## src/rtl/lsq_pkg.sv

```systemverilog
// Shared definitions for the load-store queue load port: default widths,
// the credit counter width helper and the memory read latency.
package lsq_pkg;

    localparam int LSQ_DATA_SIZE    = 32;
    localparam int LSQ_ADDRESS_SIZE = 32;
    localparam int LSQ_DEPTH        = 4;
    localparam int MEM_RD_LAT       = 1;

    // A credit counter must hold 0..depth inclusive, hence one extra bit.
    function automatic int cnt_width(input int depth);
        return $clog2(depth) + 1;
    endfunction

endpackage

```

## src/rtl/lsq_resp_fifo.sv

```systemverilog
// In-order response FIFO for the load responder. Storage is a small register
// array so the head is available combinationally (no read latency), which is
// what keeps accept-to-data at two cycles.
module lsq_resp_fifo
    import lsq_pkg::*;
#(
    parameter int DATA_SIZE = LSQ_DATA_SIZE,
    parameter int DEPTH     = LSQ_DEPTH
) (
    input  logic                 clk,
    input  logic                 rst,
    input  logic                 push,
    input  logic [DATA_SIZE-1:0] din,
    input  logic                 pop,
    output logic [DATA_SIZE-1:0] head,
    output logic                 empty,
    output logic                 full
);

    localparam int PW = $clog2(DEPTH);
    localparam int CW = cnt_width(DEPTH);

    logic [PW-1:0]        wr_ptr_reg;
    logic [PW-1:0]        rd_ptr_reg;
    logic [CW-1:0]        count_reg;
    logic [DATA_SIZE-1:0] slot_array [DEPTH];
    logic                 do_push;
    logic                 do_pop;

    assign empty   = (count_reg == '0);
    assign full    = (count_reg == CW'(DEPTH));
    assign do_push = push & ~full;
    assign do_pop  = pop & ~empty;
    assign head    = slot_array[rd_ptr_reg];

    // One storage slot per entry; only the slot under the write pointer loads.
    generate
        for (genvar gi = 0; gi < DEPTH; gi++) begin : g_slot
            logic [DATA_SIZE-1:0] slot_reg;

            // Capture pushed data into this slot when it is the write target.
            always_ff @(posedge clk) begin
                if (do_push && (wr_ptr_reg == PW'(gi))) begin
                    slot_reg <= din;
                end
            end

            assign slot_array[gi] = slot_reg;
        end
    endgenerate

    // Pointers wrap naturally because DEPTH is a power of two.
    always_ff @(posedge clk) begin
        if (rst) begin
            wr_ptr_reg <= '0;
            rd_ptr_reg <= '0;
            count_reg  <= '0;
        end else begin
            if (do_push) begin
                wr_ptr_reg <= wr_ptr_reg + 1'b1;
            end
            if (do_pop) begin
                rd_ptr_reg <= rd_ptr_reg + 1'b1;
            end
            case ({do_push, do_pop})
                2'b10:   count_reg <= count_reg + 1'b1;
                2'b01:   count_reg <= count_reg - 1'b1;
                default: count_reg <= count_reg;
            endcase
        end
    end

endmodule

```

## src/rtl/lsq_load_responder.sv

```systemverilog
// Memory-side end of the load port: accepts load addresses, reads a
// single-port synchronous-read memory and returns data in order.
// Optional feature: define LSQ_LOAD_BYPASS_EN to forward memory read data
// straight to data_out when the response FIFO is empty (saves one cycle).
module lsq_load_responder
    import lsq_pkg::*;
#(
    parameter int DATA_SIZE    = LSQ_DATA_SIZE,
    parameter int ADDRESS_SIZE = LSQ_ADDRESS_SIZE,
    parameter int DEPTH        = LSQ_DEPTH
) (
    input  logic                    clk,
    input  logic                    rst,
    input  logic [ADDRESS_SIZE-1:0] addr_in,
    input  logic                    addr_valid,
    output logic                    addr_ready,
    output logic [DATA_SIZE-1:0]    data_out,
    output logic                    data_valid,
    input  logic                    data_ready,
    output logic                    mem_re,
    output logic [ADDRESS_SIZE-1:0] mem_addr,
    input  logic [DATA_SIZE-1:0]    mem_rdata
);

    localparam int CW = cnt_width(DEPTH);

    logic [CW-1:0]         cnt_reg;
    logic [MEM_RD_LAT-1:0] rd_pend_reg;
    logic                  rd_pend;
    logic                  accept;
    logic                  pop;
    logic                  fifo_push;
    logic                  fifo_pop;
    logic [DATA_SIZE-1:0]  fifo_head;
    logic                  fifo_empty;
    logic                  fifo_full;

    // Credits bound the in-flight loads, so the FIFO can never overflow;
    // fifo_full can only be set when cnt is already DEPTH, so it is redundant
    // but keeps the FIFO guard explicit.
    assign addr_ready = ~rst & (cnt_reg < CW'(DEPTH)) & ~fifo_full;
    assign accept     = addr_valid & addr_ready;
    assign mem_re     = accept;
    assign mem_addr   = addr_in;
    assign rd_pend    = rd_pend_reg[MEM_RD_LAT-1];
    assign pop        = data_valid & data_ready;

`ifdef LSQ_LOAD_BYPASS_EN
    logic bypass_active;

    // Forward the returning read when nothing older is queued; only write it
    // into the FIFO if the consumer did not take it this cycle.
    always_comb begin
        bypass_active = rd_pend & fifo_empty & ~rst;
        data_out      = bypass_active ? mem_rdata : fifo_head;
        data_valid    = ~fifo_empty | bypass_active;
        fifo_push     = rd_pend & ~rst & ~(bypass_active & data_ready);
        fifo_pop      = data_ready & ~fifo_empty;
    end
`else
    // All returned data goes through the FIFO; output is purely registered.
    always_comb begin
        data_out   = fifo_head;
        data_valid = ~fifo_empty;
        fifo_push  = rd_pend & ~rst;
        fifo_pop   = data_ready & ~fifo_empty;
    end
`endif

    // Track which cycle's memory read data is valid; cleared on reset so a
    // read issued just before reset is dropped.
    always_ff @(posedge clk) begin
        if (rst) begin
            rd_pend_reg <= '0;
        end else begin
            rd_pend_reg <= (rd_pend_reg << 1) | MEM_RD_LAT'(accept);
        end
    end

    // Credit counter: accepted but not yet consumed loads.
    always_ff @(posedge clk) begin
        if (rst) begin
            cnt_reg <= '0;
        end else begin
            case ({accept, pop})
                2'b10:   cnt_reg <= cnt_reg + 1'b1;
                2'b01:   cnt_reg <= cnt_reg - 1'b1;
                default: cnt_reg <= cnt_reg;
            endcase
        end
    end

    lsq_resp_fifo #(
        .DATA_SIZE (DATA_SIZE),
        .DEPTH     (DEPTH)
    ) u_fifo (
        .clk   (clk),
        .rst   (rst),
        .push  (fifo_push),
        .din   (mem_rdata),
        .pop   (fifo_pop),
        .head  (fifo_head),
        .empty (fifo_empty),
        .full  (fifo_full)
    );

endmodule

```

## config.mk

```make
export PLATFORM = sky130hd
export DESIGN_NAME = lsq_load_responder
export DESIGN_NICKNAME = d
export VERILOG_FILES = /design/src/rtl/lsq_pkg.sv /design/src/rtl/lsq_resp_fifo.sv /design/src/rtl/lsq_load_responder.sv
export SDC_FILE = /design/constraint.sdc
export NUM_CORES = 1
export LEC_CHECK = 0
export ABC_AREA = 1
export CORE_ASPECT_RATIO = 1.75
export CORE_MARGIN = 4
export CORE_UTILIZATION = 50
export CTS_CLUSTER_DIAMETER = 100
export DETAILED_ROUTE_END_ITERATION = 12
export GPL_TIMING_DRIVEN = 0
export MAX_ROUTING_LAYER = met4
export PLACE_DENSITY = 0.81
export REMOVE_ABC_BUFFERS = 1
export SYNTH_ARGS = -nofsm -noshare
export SYNTH_HDL_FRONTEND = slang
export SYNTH_SLANG_ARGS = --single-unit
```

## constraint.sdc

```tcl
create_clock -name clk -period 3 [get_ports clk]
set_input_delay 0.45 -clock clk [delete_from_list [all_inputs] [get_ports clk]]
set_output_delay 0.45 -clock clk [all_outputs]
set_load 0.1 [all_outputs]
```

# Yosys cells after proc, flatten, opt, wreduce, memory -nomap -nowiden
# Index checks and enable logic that the tools add are counted.
dict set report word_totals {
  register_bits 139
  latchBits 0
  mem_bits_rw 0
  romBits 0
  input_bits 68
  out_inout_bits 67
  wordCells 49
  n_memories 0
}
dict set report op_classes {
  addsub 6
  mul 0
  n_div 0
  n_lt_le_gt_ge 2
  eq_ne 8
  shift 0
  n_mux 5
  bitwise_logic 11
  reduce_logical 8
}
# operator n
set op_table {}
lappend op_table {{32-bit binary-select mux with 2-bit select} 1}
lappend op_table {{32-bit two-way mux} 2}
lappend op_table {{3-bit case mux with 2 select lines} 2}
lappend op_table {{2-bit equality test (second input constant)} 4}
lappend op_table {{1-bit AND} 7}
lappend op_table {{3-bit by 1-bit adder with 3-bit output (second input constant)} 2}
lappend op_table {{2-bit by 1-bit equality test with 1-bit output (second input constant)} 3}
lappend op_table {{3-bit by 1-bit subtractor with 3-bit output (second input constant)} 2}
lappend op_table {{2-bit by 1-bit adder with 2-bit output (second input constant)} 2}
lappend op_table {{1-bit logical AND} 4}
lappend op_table {{2-bit nonzero test} 2}
lappend op_table {{3-bit equality test (second input constant)} 1}
lappend op_table {{3-bit greater-or-equal comparator (second input constant)} 1}
lappend op_table {{3-bit logical NOT} 1}
lappend op_table {{3-bit less-than comparator (second input constant)} 1}
lappend op_table {{1-bit inverter} 3}
lappend op_table {{2-bit inverter with 3-bit output} 1}
lappend op_table {{2-bit logical NOT} 1}

# Logic depth before layout (Yosys ltp)
dict set report depth {
  depth_word 6
  ltp_mapped 13
  depth_no_buf 13
}

# Cells and area by module
# From an unflattened synthesis, not the netlist that was laid out.
dict set report unflattened {
  hier_cells 440
  hier_area_um2 5728.0
}
# mod n_inst cells_per_inst area_each_um2 seq_area_each_um2
set modules_own_cells {}
lappend modules_own_cells {lsq_resp_fifo 1 375 5253.8 3983.8}
lappend modules_own_cells {lsq_load_responder 1 65 474.2 80.1}

# Least setup slack after synthesis
# Ideal clock, no wire load.
dict set report synth_timing {
  path_kind {register to output}
  from {reg u_fifo.rd_ptr_reg[0]}
  to {out data_out[10]}
  arrival_ns 2.205
  setup_slack_ns 0.345
  path_stages_with_launch 5
  path_buffers 2
  path_cell_list {dfxtp_1 > buf_4 > buf_4 > nor2_1 > o22ai_1}
}
dict set report synth_via {
  elab_chain_len 4
}
# element line_no
set synth_lines {}
lappend synth_lines {{start, declared} lsq_resp_fifo.sv:24} ;# logic [PW-1:0] rd_ptr_reg;
lappend synth_lines {{start signal, assigned} lsq_resp_fifo.sv:63} ;# rd_ptr_reg <= rd_ptr_reg + 1'b1;
lappend synth_lines {{2-bit inverter with 3-bit output (implied by the code)} lsq_resp_fifo.sv:34} ;# assign head = slot_array[rd_ptr_reg];
lappend synth_lines {{32-bit binary-select mux with 2-bit select} lsq_resp_fifo.sv:34}
lappend synth_lines {{32-bit two-way mux (implied by the code) (2 in series)} lsq_resp_fifo.sv:34}
lappend synth_lines {{end, declared} lsq_load_responder.sv:17} ;# output logic [DATA_SIZE-1:0] data_out,
# Every way passes these cells. The select of a mux whose other input is x is not followed.

# Worst setup path after layout
dict set report layout_timing {
  from {in rst}
  to {out mem_re}
}
dict set report layout_via {
  elab_chain_len 4
}
# element line_no
set layout_lines {}
lappend layout_lines {{start, declared} lsq_load_responder.sv:13} ;# input logic rst,
lappend layout_lines {{1-bit inverter} lsq_load_responder.sv:41} ;# assign addr_ready = ~rst & (cnt_reg < CW'(DEPTH)) & ~fifo_full;
lappend layout_lines {{1-bit AND (2 in series)} lsq_load_responder.sv:41}
lappend layout_lines {{1-bit AND} lsq_load_responder.sv:42} ;# assign accept = addr_valid & addr_ready;
lappend layout_lines {{end, declared} lsq_load_responder.sv:20} ;# output logic mem_re,
# Every way passes these cells.

==> impl_metrics.ini <==
[clocking]
cts_buffers = 17
cts.repair.resized = 102
cts_tree = yes
clock-sinks = 139
clk_path_buf_depth = 2
path_clk_slew_ns = 0.05
cts-root-buf = clkbuf_16
clk_latency_ns = 0.40
htreeDepth = 4
cts_setup_buffers = 0
cts_hold_buf = 0

[routing]
wirelength_um = 12300
vias = 3479
ant_nets = 0
drt_iter0_drc = 258
drc = 0
routedWlPerCell_um = 19.9
firstDrtPassIters = 4
viasPerCell = 5.60

[synth]
ys.flop_type = edfxtp_1
synth.top_cells.by_area = edfxtp_1 67%, buf_4 4.7%, nor2_1 4.7%
synth_cells = 434
synth_edf_count = 128
synth_top_area_share_pct = 67.4
seq_area_frac_synth_pct = 71.2
yosys.area.top_type = edfxtp_1
ys_types = 21
syn_avg_cell_area_um2 = 13.1
synthesis.area_mm2 = 0.00570
async_reset_ff_share_pct = 0
synth-seq-cells = 139
ys_warn_count = 0

[layout]
syn_to_final_growth_pct = 21.9
drive_above_1_share_pct = 17.4
final_area_mm2 = 0.00695
nNetsFinal = 552
layout_commonest_cell = edfxtp_1
largest_reg_flops = 128
regArea_mm2 = 0.00407
final_cell_mix = 128 x edfxtp_1, 67 x nor2_1, 44 x o21ai_0, 36 x clkdlybuf4s50_1, 30 x clkdlybuf4s15_2
multi_input_area_mm2 = 0.00119
fin_cells = 621
antenna_cells = 0
fill_cells = 784

[power]
p_seq_share_pct = 32.2
switching_power_uw = 3070
combPwrFrac_pct = 40.2
p_int_uw = 4120
p_total_uw = 7190
p_leak_uw = 0.00241
power_per_cell_area_mw_per_mm2 = 1030
clkPwrFrac_pct = 27.6
p_sw_share_pct = 42.7
peakVddDrop_v = 0.000940

[sta]
setup_violations = 0
worstMarginPinSlew_ns = 0.965
fin_skew_ns = 0.0120
setup_tns_ns = 0
finalCritPeriodShare_pct = 95.2
hold_violations = 0
rsz0062_at_grt = no
max_slew_margin_pct = 35.5
fmax_mhz = 350
fin_crit_ns = 2.86
slew_viol_final = 0

[floorplan]
io_pins = 135
coreArea_mm2 = 0.0112
die_h_um = 149
die-area_mm2 = 0.0132
die_x_um = 88.7
row_count = 51
start_util_pct = 51.1

[worst_setup_path]
cpMaxStageDelayCell = dlygate4sd2_1
cp.arrival_ns = 2.41
crit_required_ns = 2.55
worstPathMaxFanout = 7
end_kind = output port
crit_chain = clkdlybuf4s50_1, inv_1, nand3_1, inv_1, nand2_1, inv_1, dlygate4sd2_1
path_class = primary input to output port
reg2reg_slack_ns = 0.99
worstSetupStartpointType = primary input
crit_path_frequent_cell = inv_1
max_stage_delay_ns = 0.84

[grt]
grt_max_degree = 66
grt_pass1_vias = 3607
grt_use_total_pct = 20.2
grt_pass1_wl_um = 19100
grt_antenna_before_repair = 0
overflow = 0

[status]
status = finished clean

[placed_design]
detailed_place_hpwl_um = 7740
dp_cells = 589
globalplace.congestion = 0.854
io_buffers = 70
placed_cell_area_mm2 = 0.00634

[worst_hold_path]
hold_path.class = flop to flop

[run]
cap_violations = 0
## layer usage
metal | track usage, % | wire length, um | up-vias | share of wire (%)
li1 | - | - | 1611 | -
met5 | - | 0 | - | 0
met4 | 6.73 | 121 | 0 | 0.98
met3 | 7.63 | 871 | 10 | 7.1
met2 | 31.8 | 6520 | 140 | 53
met1 | 23.7 | 4820 | 1718 | 39
## cell usage after synthesis, types with 7 or more instances
cell / count
nand2_1: 19
nor2_2: 8
o22ai_1: 24
buf_2: 9
dfxtp_1: 11
buf_4: 36
nor2_1: 71
inv_1: 22
o21ai_0: 44
nand3_1: 7
edfxtp_1: 128
o22ai_2: 8
o21ai_1: 23
## stage by stage
stage	setup slack, ns	hold slack [ns]	utilization (%)
after CTS	0.0100	0.515	62.3
after global routing	0.0271	0.558	62.3
after floorplan	-0.691	0.468	-
after detailed placement	-0.719	0.515	56.8
after global placement	-2.01	0.487	55.4
final	0.144	0.514	62.3
## power by group through the flow
stage	clock network, uW	logic (uW)	registers [uW]
6_report	1990	2890	2310
5_1_grt	2100	3030	2320
4_1_cts	2010	2900	2310
3_5_place_dp	0	2950	2350
3_3_place_gp	0	2810	2400
2_1_floorplan	0	2190	2340
## path summary, 6_finish.rpt
check / start / end / cells after the start
worst min-delay path: u_fifo.wr_ptr_reg[1] / u_fifo.wr_ptr_reg[1] / 2
worst min register to register: u_fifo.wr_ptr_reg[1] / u_fifo.wr_ptr_reg[1] / 2
worst max register to register: u_fifo.count_reg[0] / u_fifo.count_reg[2] / 12
worst max-delay path: rst / mem_re / 7
## cell families after synthesis
logic type / after synthesis / synth area share [%]
DFF: 139 / 71.2
adders and majority gates: 8 / 2.02
xor gates and xnor gates: 1 / 0.154
and+or+nand+nor: 106 / 7.52
buffers and inverters: 76 / 8.36
AOI/OAI and AO/OA: 104 / 10.7
## worst max-delay path: cells and delay by family
kind	cells	cell delay (ns)
buf+inv	5	1.74
simple gates	2	0.21
## layout make-up
class	instances	area share, %
flip-flops and latches	139	58.5
clock buffers	22	6.39
multi-input cells	219	17.2
clock inverters	10	1.78
repair buffers	75	12.3
well taps	132	2.37
inverters	24	1.44
No activity file was read; power rests on OpenSTA's default activity.
